===== src/rtl/coord_pkg.sv =====
// Shared types and sizes for the coordinate collector front end.
package coord_pkg;
  localparam int COORD_W    = 8;
  localparam int MAX_COORDS = 256;
  localparam int HEX_W      = 4;
  localparam int ADDR_W     = $clog2(MAX_COORDS);

  typedef enum logic [1:0] {
    IDLE,
    WRITE,
    DONE
  } coord_state_t;
endpackage


===== src/rtl/coordinate_collector_rise_detect.sv =====
// Registered rising-edge detector: one pulse per low-to-high transition of level_i.
module rise_detect (
  input  logic clk,
  input  logic reset,
  input  logic level_i,
  output logic rise_o
);
  logic level_q;

  always_ff @(posedge clk) begin
    if (reset) level_q <= 1'b0;
    else       level_q <= level_i;
  end

  assign rise_o = level_i & ~level_q;
endmodule


===== src/rtl/coordinate_collector.sv =====
// Captures switch (x, y) pairs on enter presses into parallel coordinate memories,
// shows live inputs and the stored-pair count on six hex digits.
module coordinate_collector
  import coord_pkg::*;
(
  input  logic               clk,
  input  logic               reset,
  input  logic [COORD_W-1:0] x_in,
  input  logic [COORD_W-1:0] y_in,
  input  logic               write_en,
  input  logic               enterNewCoord,
  input  logic               finishInit,
  output logic [COORD_W-1:0] x_out,
  output logic [COORD_W-1:0] y_out,
  output logic               update_x_mem,
  output logic               update_y_mem,
  output logic               mem_wren,
  output logic [ADDR_W-1:0]  address,
  output logic [HEX_W-1:0]   hex0,
  output logic [HEX_W-1:0]   hex1,
  output logic [HEX_W-1:0]   hex2,
  output logic [HEX_W-1:0]   hex3,
  output logic [HEX_W-1:0]   hex4,
  output logic [HEX_W-1:0]   hex5,
  output logic               done
);
  coord_state_t         state_q, state_d;
  logic [ADDR_W-1:0]    count_q, count_d;
  logic [COORD_W-1:0]   x_q, x_d;
  logic [COORD_W-1:0]   y_q, y_d;
  logic [6*HEX_W-1:0]   hex_q;
  logic                 rise;
  logic                 wr;

  rise_detect u_rise (
    .clk     (clk),
    .reset   (reset),
    .level_i (enterNewCoord),
    .rise_o  (rise)
  );

  always_ff @(posedge clk) begin
    if (reset) begin
      state_q <= IDLE;
      count_q <= '0;
      x_q     <= '0;
      y_q     <= '0;
      hex_q   <= '0;
    end else begin
      state_q <= state_d;
      count_q <= count_d;
      x_q     <= x_d;
      y_q     <= y_d;
      hex_q   <= {count_q, x_in, y_in};
    end
  end

  // finishInit outranks a same-cycle press; a press with write_en low is dropped.
  always_comb begin
    state_d = state_q;
    count_d = count_q;
    x_d     = x_q;
    y_d     = y_q;
    case (state_q)
      IDLE: begin
        if (finishInit) begin
          state_d = DONE;
        end else if (rise && write_en) begin
          x_d     = x_in;
          y_d     = y_in;
          state_d = WRITE;
        end
      end
      WRITE: begin
        count_d = count_q + 1'b1;
        if (count_q == ADDR_W'(MAX_COORDS - 1) || finishInit) state_d = DONE;
        else                                                  state_d = IDLE;
      end
      DONE:    state_d = DONE;
      default: state_d = IDLE;
    endcase
  end

  assign wr           = (state_q == WRITE);
  assign mem_wren     = wr;
  assign update_x_mem = wr;
  assign update_y_mem = wr;
  assign done         = (state_q == DONE);
  assign address      = count_q;
  assign x_out        = x_q;
  assign y_out        = y_q;
  assign {hex5, hex4, hex3, hex2, hex1, hex0} = hex_q;
endmodule


===== config.mk =====
export PLATFORM = sky130hd
export DESIGN_NAME = coordinate_collector
export DESIGN_NICKNAME = d
export VERILOG_FILES = /design/src/rtl/coord_pkg.sv /design/src/rtl/coordinate_collector_rise_detect.sv /design/src/rtl/coordinate_collector.sv
export SDC_FILE = /design/constraint.sdc
export NUM_CORES = 1
export LEC_CHECK = 0
export BUFFER_PORTS_ARGS = -buffer_cell sky130_fd_sc_hd__buf_2
export CAP_MARGIN = 20
export CORE_ASPECT_RATIO = 1.4
export CORE_MARGIN = 2
export CORE_UTILIZATION = 44
export CTS_BUF_LIST = sky130_fd_sc_hd__clkbuf_8
export DETAILED_ROUTE_END_ITERATION = 6
export HOLD_SLACK_MARGIN = 0.06
export PLACE_DENSITY_LB_ADDON = 0.05
export SYNTH_ARGS = -nofsm -noshare
export SYNTH_HDL_FRONTEND = slang
export SYNTH_SLANG_ARGS = --single-unit

===== constraint.sdc =====
create_clock -name clk -period 1.5 [get_ports clk]
set_input_delay 0.3 -clock clk [delete_from_list [all_inputs] [get_ports clk]]
set_output_delay 0.3 -clock clk [all_outputs]
set_load 0.01 [all_outputs]

# Word-level counts from Yosys, hierarchy flattened
# Cells that the tools add are included.
# totals
ff_bits	51
elab_cells	22
# op_classes
n_addsub	1
n_eq_ne	4
n_mux	4
n_bitwise	3
n_reduce_logical	4
# op_table
cell	n
adder 8 x 1 -> 8 bit (second input constant)	1
equality test 8 bit (second input constant)	1
two-way mux 2 bit	3
case mux 2 bit (3 select lines)	1
!= test 3 bit (second input constant)	1
AND reduction 3 bit	1
equality test 2 x 1 -> 1 bit (second input constant)	1
equality test 2 bit (second input constant)	1
zero test 2 bit	1
inverter 1 bit	2
bitwise AND 1 bit	1
logical AND 1 bit	1
logical OR 1 bit	1

# Depth between registers and ports, before layout
# Gate-level depths: netlist of run 1.
# logic_depth
ltp_word	6
depth_mapped	6
depth_no_buf	4

# Hierarchy
# Synthesis of run 1 repeated with hierarchy kept, for this count alone.
# unflattened
cells_unflattened	178
hier_area_um2	1858.0
# by_module_without_submodules
module	n_inst	cells_per_inst	area_each_um2	seq_area_each_um2
coordinate_collector	1	175	1810.5	1001.0
rise_detect	1	3	47.5	20.0

# Worst setup path after synthesis of run 1
# No wires, ideal clock.
# synth_timing
path_kind	reg2reg
start	register state_q[0]
end	register y_q[0], in the netlist y_out[0]
t_arrival_ns	1.361
path_slack_ns	0.007
path_stages_with_launch	7
n_path_buf	3
period_less_slack_ns	1.493
cell_sequence	dfxtp_1 buf_6 or4_4 buf_6 buf_6 o21ai_1 a21oi_1
# synth_via
elab_chain_cells	2
# synth_lines
item	line	source
from (decl)	coordinate_collector.sv:27	coord_state_t state_q, state_d;
from (signal assigned)	coordinate_collector.sv:50	state_q <= state_d;
zero test 2 bit	coordinate_collector.sv:64	case (state_q)
AND reduction 3 bit (no source line)	-	
to (signal assigned)	coordinate_collector.sv:53	y_q <= y_d;
to (decl)	coordinate_collector.sv:30	logic [COORD_W-1:0] y_q, y_d;
# No other way between the ends.
# A chain may end at the register's enable or synchronous reset.

# Worst setup path in the final report of run 1
# layout_timing
start	register state_q[0]
end	register y_q[3], in the netlist y_out[3]
# Same word-level chain as after synthesis.

==> out/metrics.yaml, run 1 <==
synth:
  synth_cell_types: 27
  synth_nets: 201
  yosysWarnings: 0
  avgSynthCellArea_um2: 9.90
  synthArstFlopShare: 0
  synth_largest_area_cell: "dfxtp_1"
  ys_ff_latch: 51
  seq_area_frac_synth: 0.576
  yosysMostFrequentCell: "dfxtp_1"
  mappedNetlistArea_um2: 1770
  synth_top_area_frac: 0.576
  ys.flop_type: "dfxtp_1"
  yosys-top-cells-area: "dfxtp_1 58%, nor2b_1 8.8%, a21oi_1 5.6%, nand3_1 4.8%, o21ai_0 2.8%"
  synth_edf_count: 0
  synth_common_cells: "51 x dfxtp_1, 25 x nor2b_1, 20 x a21oi_1, 17 x nand3_1, 10 x o21ai_0"
  syn_inst: 179
power_and_ir_drop:
  power-per-cell-area_nw_per_um2: 1040
  p_leak_nw: 1.01
  ir_worst_vdd_v: 0.000781
grt:
  grt_antenna_before_repair: 0
  grt_max_degree: 24
  grt_pass1_wl_um: 5780
  grt_usage: 0.161
  grt_remaining_overflow: 0
  grt_pass1_vias: 1298
sta:
  grt_setup_unrepaired: "no"
  relSlewSlack: 0.620
  fin_tns_setup_ns: 0
  fin_crit_sh: 0.949
  fin_crit_ns: 1.42
  clock.fmax_ghz: 0.702
  clock_skew_ns: 0.00391
  setup_viol: 0
  tightest_slew_ns: 0.570
  finalHoldViolCount: 0
  fin_ws_ns: 0.0761
  slew_viol_final: 0
  hold_ws_ns: 0.227
placed_design:
  place_ws_ns: 0.0552
  dp_hpwl_um: 2550
  dpl_cell_area_um2: 2160
  port-buffer-count: 72
  place_congestion: 0.741
clock_tree:
  cts_tree: "done"
  clockBufferDepth: 2
  clkTransAtPathRegs_ns: 0.08
  clock_latency_ns: 0.29
  cts-buffers-inserted: 5
  root_buffer: "clkbuf_8"
  clock-sinks: 51
  cts-htree-levels: 2
floorplanning:
  top_level_ports: 73
  core_um2: 3880
  die_w_um: 57.7
  die_h_um: 79.1
  start_util: 0.456
  die_area_um2: 4560
  row_count: 27
route:
  via_count: 1470
  dr.first_iter.drc_count: 22
  drcViolationCount: 0
  wl_per_cell_um: 12.3
  vias_per_cell: 5.00
  antenna_left: 0
  drt-pass1-iter-count: 4
  finalWirelength_um: 3610
worst_setup_path:
  critical_path.cell_chain: "or4_4 > o21ai_0 > a21oi_1"
  slowest_delay_ns: 0.66
  cp.required_ns: 1.67
  end_kind: "register"
  worstSetupStartpointType: "register"
  path_class: "register to register"
  crit_slowest_cell: "or4_4"
  crit_arrival_ns: 1.59
  crit_fanout: 17
cells_and_area:
  final_nets: 272
  final_area_um2: 2250
  fillers: 370
  drive_above_1_share: 0.371
  utilization: 0.580
  multi_input_area_um2: 667
  antennaDiodeCount: 0
  final-seq-area_um2: 1020
  area_growth_pct: 27.0
run:
  max-cap-violations: 0
status:
  status: "finished, final reports clean"
min_path:
  min_path_type: "input pin to register"
[cell families after synthesis]
| logic type | Yosys count | share of synthesized area |
|---|---|---|
| flops | 51 | 0.576 |
| simple gates | 66 | 0.219 |
| xor+xnor | 2 | 0.00988 |
| fa+ha+maj | 1 | 0.00706 |
| buf+inv | 16 | 0.0522 |
| compound gates | 40 | 0.117 |
| mux | 3 | 0.0183 |
[per-layer routing]
| metal | wire [um] | up-vias | track usage |
|---|---|---|---|
| met3 | 238 | 5 | 0.0489 |
| met5 | 0 | - | 0 |
| met1 | 1540 | 662 | 0.191 |
| met2 | 1770 | 53 | 0.268 |
| met4 | 59 | 0 | 0.0628 |
| li1 | - | 750 | - |
[path summary, 6_finish.rpt]
check,to,slack [ns],startpoint,depth (start not counted)
hold / removal,hex_q[8],0.23,x_in[0],2
setup reg to reg,y_out[3],0.08,state_q[0],3
setup / recovery,y_out[3],0.08,state_q[0],3
hold reg to reg,x_out[4],0.48,x_out[4],2
[area by class of cell]
type	instances	area share
clock buffer	5	0.0306
multi-input combinational	112	0.296
tap	43	0.0239
inverter	2	0.00333
sequential	51	0.455
timing repair buffer	78	0.186
clock inverter	3	0.00556
[sequential cells by signal, indices dropped and copies added, names as in the netlist]
name	flops
x_out	8
hex_q	24
address	8
y_out	8
state_q	2
u_rise.level_q	1
[repair_timing]
item | 4_1_cts | 5_1_grt
pin swaps | 0 | 1
buffers inserted | 0 | 0
cloned | 0 | 0
hold buffers | 0 | 0
resized for setup | 2 | 6
endpoints found under the setup margin | 3 | 13
[power by group]
group          switching [mW]  leakage (nW)  internal [mW]  total, mW
clock network           0.412        0.0505          0.314      0.726
logic                   0.113         0.547         0.0900      0.203
registers              0.0169         0.418           1.39       1.41
total                   0.542          1.01           1.80       2.34
[through the flow]
stage | std cells | power, mW
after floorplan | 179 | 1.55
after global placement | 286 | 1.64
after detailed placement | 286 | 1.64
after CTS | 294 | 2.37
after global routing | 294 | 2.44
final | 294 | 2.34
[cell usage in the layout (no fill, tap or decap), drive strengths merged, types with 2 or more instances in the layout]
| cell | synthesis | layout |
|---|---|---|
| buf | 7 | 78 |
| dfxtp | 51 | 51 |
| nor2b | 25 | 25 |
| a21oi | 20 | 20 |
| o21ai | 19 | 19 |
| nand3 | 17 | 17 |
| nor2 | 8 | 8 |
| clkbuf | 7 | 5 |
| inv | 2 | 4 |
| or3 | 3 | 3 |
| nor3 | 3 | 3 |
| nand2 | 2 | 2 |
| nand4b | 2 | 2 |
| mux2 | 2 | 2 |
| xnor2 | 2 | 2 |
| nand4 | 2 | 2 |
[critical path, delay by kind of cell, from the launching register on]
kind             cells  cell delay, ns
AO/OA/AOI/OAI        2            0.28
AND/OR/NAND/NOR      1            0.66
flip-flops           1            0.36
No activity file was read; power rests on OpenSTA's default activity.
==> run 2, diff against run 1 <==
Settings changed: MAX_ROUTING_LAYER set to met4.
Clock period 1.5 ns to 1.22 ns, I/O delays scaled along.
==> out/metrics.yaml, run 2 (same netlist as run 1, synthesis figures left out) <==
placed_design:
  dpl_cell_area_um2: 2250  # was 2160 um2
  place_ws_ns: -0.188  # was 0.0552 ns
  port-buffer-count: 72  # unchanged
  dp_hpwl_um: 2620  # was 2550 um
  place_congestion: 0.744  # was 0.741
  dp_cells: 297  # was 286
floorplanning:
  die_area_um2: 4560  # unchanged
  start_util: 0.456  # unchanged
  top_level_ports: 73  # unchanged
  die_h_um: 79.1  # unchanged
  row_count: 27  # unchanged
  die_w_um: 57.7  # unchanged
  core_um2: 3880  # unchanged
clock_tree:
  clkTransAtPathRegs_ns: 0.08  # about the same
  clockBufferDepth: 2  # unchanged
  clock_latency_ns: 0.29  # about the same
  cts-buffers-inserted: 5  # unchanged
  root_buffer: "clkbuf_8"  # unchanged
  cts_tree: "done"  # unchanged
  cts_hold_buf: 0  # unchanged
  clock-sinks: 51  # unchanged
  cts-htree-levels: 2  # unchanged
grt:
  grt_pass1_vias: 1379  # was 1298
  grt_max_degree: 29  # was 24
  grt_remaining_overflow: 0  # unchanged
  grt_antenna_before_repair: 0  # unchanged
  grt_pass1_wl_um: 5960  # was 5780 um
  grt_usage: 0.169  # was 0.161
sta:
  fin_tns_setup_ns: -2.52  # was 0 ns
  setup_viol: 26  # was 0
  fin_crit_ns: 1.36
  clock.fmax_ghz: 0.736
  finalHoldViolCount: 0  # unchanged
  slew_viol_final: 0  # unchanged
  clock_skew_ns: 0.00290  # was 0.00391 ns
  fin_ws_ns: -0.138  # was 0.0761 ns
  grt_setup_unrepaired: "yes"  # was no
  relSlewSlack: 0.649  # was 0.620
  fin_crit_sh: 1.11
  tightest_slew_ns: 0.526  # was 0.570 ns
cells_and_area:
  final_nets: 287  # was 272
  final_cells: 309  # was 294
  fillers: 319  # was 370
  area_growth_pct: 37.9  # was 27.0%
  final_common_cell: "buf_2"  # unchanged
  final_area_um2: 2440  # was 2250 um2
  regMostFlops: "hex_q"  # unchanged
  largest_reg_flops: 24  # unchanged
  utilization: 0.629  # was 0.580
  antennaDiodeCount: 0  # unchanged
  layout_common_cells: "69 x buf_2, 46 x dfxtp_1, 24 x nor2b_1"  # was 72 x buf_2, 48 x dfxtp_1, 24 x nor2b_1
  drive_above_1_share: 0.429  # was 0.371
worst_setup_path:
  r2r_start: "state_q[1]"  # was state_q[0]
  r2r_slack_ns: -0.12  # was 0.08 ns
  r2r_end: "y_out[4]"  # was y_out[3]
  worstSetupPathDepth: 4  # was 3
  endpoint: "update_x_mem"  # was y_out[3]
  end_kind: "output port"  # was register
  path_class: "register to output port"  # was register to register
  path_buf_inv: 3  # was 0
  startpoint: "state_q[0]"  # unchanged
  cp_common_cell: "buf_6"
  crit_slowest_cell: "dfxtp_4"  # was or4_4
  slowest_delay_ns: 0.37  # was 0.66 ns
  critical_path.cell_chain: "buf_6 > nor2b_4 > buf_6 > buf_6"  # was or4_4 > o21ai_0 > a21oi_1
  critPathTopFamily: "flip-flops"  # was simple AND/OR/NAND/NOR gates
  worstSetupStartpointType: "register"  # unchanged
  crit_arrival_ns: 1.11  # was 1.59 ns
  cp.required_ns: 0.98  # was 1.67 ns
  worstRegToRegCells: 3  # unchanged
  crit_fanout: 4  # was 17
status:
  status: "finished, violations left"  # was finished, final reports clean
  failed_checks: "setup timing"
power_and_ir_drop:
  ir_worst_vdd_v: 0.000931  # was 0.000781 V
  switchingPower_mw: 0.664  # was 0.542 mW
  p_comb_frac: 0.091  # was 0.087
  swShare: 0.221  # was 0.232
  power-per-cell-area_nw_per_um2: 1230  # was 1040 nW/um2
  p_clk_frac: 0.335  # was 0.311
  seq_power_share: 0.574  # was 0.602
  internal_power_mw: 2.34  # was 1.80 mW
  p_leak_nw: 1.11  # was 1.01 nW
route:
  finalWirelength_um: 3690  # was 3610 um
  vias_per_cell: 4.96  # was 5.00
  wl_per_cell_um: 12.0  # was 12.3 um
  dr.first_iter.drc_count: 51  # was 22
  drcViolationCount: 0  # unchanged
  via_count: 1533  # was 1470
  antenna_left: 0  # unchanged
  drt-pass1-iter-count: 4  # unchanged
run:
  max-cap-violations: 0  # unchanged
min_path:
  min_path_type: "input pin to register"  # unchanged
[run 2: metal layers]
| layer | global-route usage | wire length (um) |
|---|---|---|
| met5 | - | 0 |
| met4 | 0.0721 | 74 |
| met3 | 0.0423 | 261 |
| met2 | 0.286 | 1840 |
| met1 | 0.186 | 1520 |
[run 2: per-stage QoR]
step | power, mW | hold WS, ns
CTS | 3.05 | 0.165
global placement | 2.03 | 0.458
floorplan | 1.91 | 0.325
detailed placement | 2.03 | 0.456
finish | 3.01 | 0.173
global route | 3.13 | 0.163
[run 2: final cells by class]
type	count	area (um2)	area share
Inverter	2	7.51	0.00307
Clock inverter	1	3.75	0.00154
Sequential cell	51	1030	0.422
Clock buffer	7	96.3	0.0394
Multi-Input combinational cell	112	687	0.281
Timing Repair Buffer	93	564	0.231
Tap cell	43	53.8	0.0220
[run 2: worst min-delay path by stage]
| stage | start | endpoint | slack, ns | cells past startpoint |
|---|---|---|---|---|
| finish | x_in[7] | hex_q[15] | 0.17 | 2 |
| floorplan | reset | hex_q[21] | 0.32 | 1 |
| global placement | x_out[4] | x_out[4] | 0.46 | 2 |
| CTS | x_in[2] | hex_q[10] | 0.17 | 2 |
| detailed placement | x_out[4] | x_out[4] | 0.46 | 2 |
| global route | x_in[6] | hex_q[14] | 0.16 | 2 |
[run 2: repair_timing]
action / CTS / global route
setup buffers: 4 / 0
gates resized for setup: 20 / 3
pin swaps: 4 / 2
setup endpoints to repair: 27 / 27
[run 2: power by group through the flow]
stage	combinational (mW)	sequential (mW)	clock, mW
floorplan	0.120	1.79	0
global route	0.300	1.73	1.10
CTS	0.276	1.72	1.05
finish	0.274	1.72	1.01
global placement	0.260	1.77	0
detailed placement	0.261	1.77	0
[run 2: worst reg2reg max path: cells and delay by family, from the launching register on]
family          cells  cell delay (ns)
flops               1             0.34
compound gates      2             0.25
simple gates        1             0.64
==> run 3, diff against run 2 <==
Settings changed: SETUP_SLACK_MARGIN set to 0.15.
==> out/metrics.yaml, run 3 (same netlist as run 1, synthesis figures left out) <==
floorplanning:
  start_util: 0.456  # unchanged
  top_level_ports: 73  # unchanged
  die_area_um2: 4560  # unchanged
  row_count: 27  # unchanged
  die_h_um: 79.1  # unchanged
  core_um2: 3880  # unchanged
  die_w_um: 57.7  # unchanged
worst_setup_path:
  crit_slowest_cell: "dfxtp_4"  # unchanged
  worstSetupStartpointType: "register"  # unchanged
  cp.required_ns: 0.98  # about the same
  r2r_end: "y_out[0]"  # was y_out[4]
  r2r_start: "state_q[0]"  # was state_q[1]
  critical_path.cell_chain: "buf_6 > nor2b_4 > buf_6 > buf_6"  # unchanged
  crit_arrival_ns: 1.14  # was 1.11 ns
  path_class: "register to output port"  # unchanged
  worstRegToRegCells: 3  # unchanged
  cp_common_cell: "buf_6"  # unchanged
  end_kind: "output port"  # unchanged
  slowest_delay_ns: 0.36  # was 0.37 ns
  path_buf_inv: 3  # unchanged
  crit_fanout: 4  # unchanged
  r2r_slack_ns: -0.16  # was -0.12 ns
  critPathTopFamily: "flip-flops"  # unchanged
sta:
  finalHoldViolCount: 0  # unchanged
  fin_crit_sh: 1.13  # was 1.11
  hold_ws_ns: 0.157  # was 0.173 ns
  fin_crit_ns: 1.38  # was 1.36 ns
  grt_setup_unrepaired: "yes"  # unchanged
  tightest_slew_ns: 0.585  # was 0.526 ns
  slew_viol_final: 0  # unchanged
  fin_ws_ns: -0.161  # was -0.138 ns
  clock_skew_ns: 0.00473  # was 0.00290 ns
  setup_viol: 26  # unchanged
  relSlewSlack: 0.609  # was 0.649
  clock.fmax_ghz: 0.724  # was 0.736 GHz
grt:
  gr-usage-met2: 0.330  # was 0.286
  grt_pass1_vias: 1481  # was 1379
  grt_usage: 0.188  # was 0.169
  grt_pass1_wl_um: 6480  # was 5960 um
  grt_max_degree: 19  # was 29
  busiest_layer: "met2"  # unchanged
  use_met3: 0.0554  # was 0.0423
  use_met1: 0.194  # was 0.186
  grt_remaining_overflow: 0  # unchanged
  grt_antenna_before_repair: 0  # unchanged
run:
  max-cap-violations: 0  # unchanged
placed_design:
  place_congestion: 0.770  # was 0.744
  dp_hpwl_um: 2900  # was 2620 um
  dpl_cell_area_um2: 2250  # about the same
  port-buffer-count: 72  # unchanged
route:
  via_count: 1602  # was 1533
  vias_per_cell: 5.17  # was 4.96
  antenna_left: 0  # unchanged
  drt-pass1-iter-count: 4  # unchanged
  finalWirelength_um: 4150  # was 3690 um
  drcViolationCount: 0  # unchanged
  wl_per_cell_um: 13.4  # was 12.0 um
  dr.first_iter.drc_count: 18  # was 51
min_path:
  min_from: "y_in[5]"  # was x_in[7]
  min_path_type: "input pin to register"  # unchanged
  hold_depth: 2  # unchanged
  whs_endpoint: "hex_q[5]"  # was hex_q[15]
cells_and_area:
  regMostFlops: "hex_q"  # unchanged
  final_common_cell: "buf_2"  # unchanged
  final_area_um2: 2590  # was 2440 um2
  final_nets: 288  # was 287
  antennaDiodeCount: 0  # unchanged
  utilization: 0.666  # was 0.629
  area_growth_pct: 45.9  # was 37.9%
  layout_common_cells: "63 x buf_2, 38 x dfxtp_1, 24 x nor2b_1"  # was 69 x buf_2, 46 x dfxtp_1, 24 x nor2b_1
  drive_above_1_share: 0.483  # was 0.429
  largest_reg_flops: 24  # unchanged
clock_tree:
  clockBufferDepth: 2  # unchanged
  clkTransAtPathRegs_ns: 0.09  # was 0.08 ns
  cts_hold_buf: 0  # unchanged
  cts-buffers-inserted: 5  # unchanged
  cts_tree: "done"  # unchanged
  cts-htree-levels: 2  # unchanged
  clock-sinks: 51  # unchanged
  root_buffer: "clkbuf_8"  # unchanged
  clock_latency_ns: 0.30  # was 0.29 ns
power_and_ir_drop:
  seq_power_share: 0.544  # was 0.574
  swShare: 0.227  # was 0.221
  ir_worst_vdd_v: 0.00112  # was 0.000931 V
  p_comb_frac: 0.090  # was 0.091
  p_clk_frac: 0.366  # was 0.335
  p_leak_nw: 1.13  # was 1.11 nW
  internal_power_mw: 2.44  # was 2.34 mW
  switchingPower_mw: 0.718  # was 0.664 mW
  power-per-cell-area_nw_per_um2: 1220  # was 1230 nW/um2
status:
  status: "finished, violations left"  # unchanged
  failed_checks: "setup timing"  # unchanged
[run 3: changes by cell type in the layout (fill, tap and decap cells not counted), moves of 4 or more]
cell,previous run,this run
buf_6,7,21
dfxtp_1,46,38
buf_4,16,9
buf_2,69,63
dfxtp_2,3,7
dfxtp_4,2,6
[run 3: power groups by stage]
stage | clock network, mW | registers [mW] | logic [mW]
5_1_grt | 1.24 | 1.72 | 0.310
2_1_floorplan | 0 | 1.79 | 0.120
4_1_cts | 1.19 | 1.72 | 0.281
3_5_place_dp | 0 | 1.76 | 0.263
6_report | 1.16 | 1.72 | 0.285
3_3_place_gp | 0 | 1.76 | 0.256
[run 3: final cells by class]
cell class              count  area [um2]
well taps                  43        53.8
flip-flops and latches     51        1050
fillers                   333        1300
clock inverters             3        43.8
clock buffers               5        68.8
multi-input cells         112         721
inverters                   2        7.51
repair buffers             94         639
[run 3: metal layers]
metal  wire length (um)  vias to the layer above
met3                293                        8
met5                  0                        -
met2               2190                       64
met4                 74                        0
met1               1590                      745
li1                   -                      785
[run 3: worst max path at each step]
stage,cells after the start,startpoint,slack (ns),to
floorplan,6,state_q[0],-0.23,y_out[0]
global placement,4,finishInit,-0.16,y_out[4]
detailed placement,4,finishInit,-0.20,y_out[5]
CTS,4,state_q[0],-0.17,update_x_mem
global route,4,state_q[1],-0.23,address[7]
finish,4,state_q[0],-0.16,update_x_mem
[run 3: what timing repair did]
item                                    4_1_cts  5_1_grt
pin swaps                                     4        3
endpoints found under the setup margin       36       39
endpoints found under the hold margin         0        0
setup buffers                                 5        2
gates resized for setup                      41       12
[run 3: worst reg2reg max path, stage by stage, from the launching register on]
cell and delay [ns]:
dfxtp_4 0.36, or4_4 0.64, o21ai_1 0.19, a21oi_1 0.08
[run 3: metrics by stage]
| stage | worst slack (ns) | instances | TNS, ns | power, mW |
|---|---|---|---|---|
| floorplan | -0.230 | 179 | -3.15 | 1.91 |
| global placement | -0.157 | 295 | -2.42 | 2.02 |
| detailed placement | -0.204 | 295 | -3.01 | 2.03 |
| CTS | -0.166 | 308 | -3.29 | 3.19 |
| global route | -0.232 | 310 | -4.67 | 3.28 |
| finish | -0.161 | 310 | -3.42 | 3.16 |
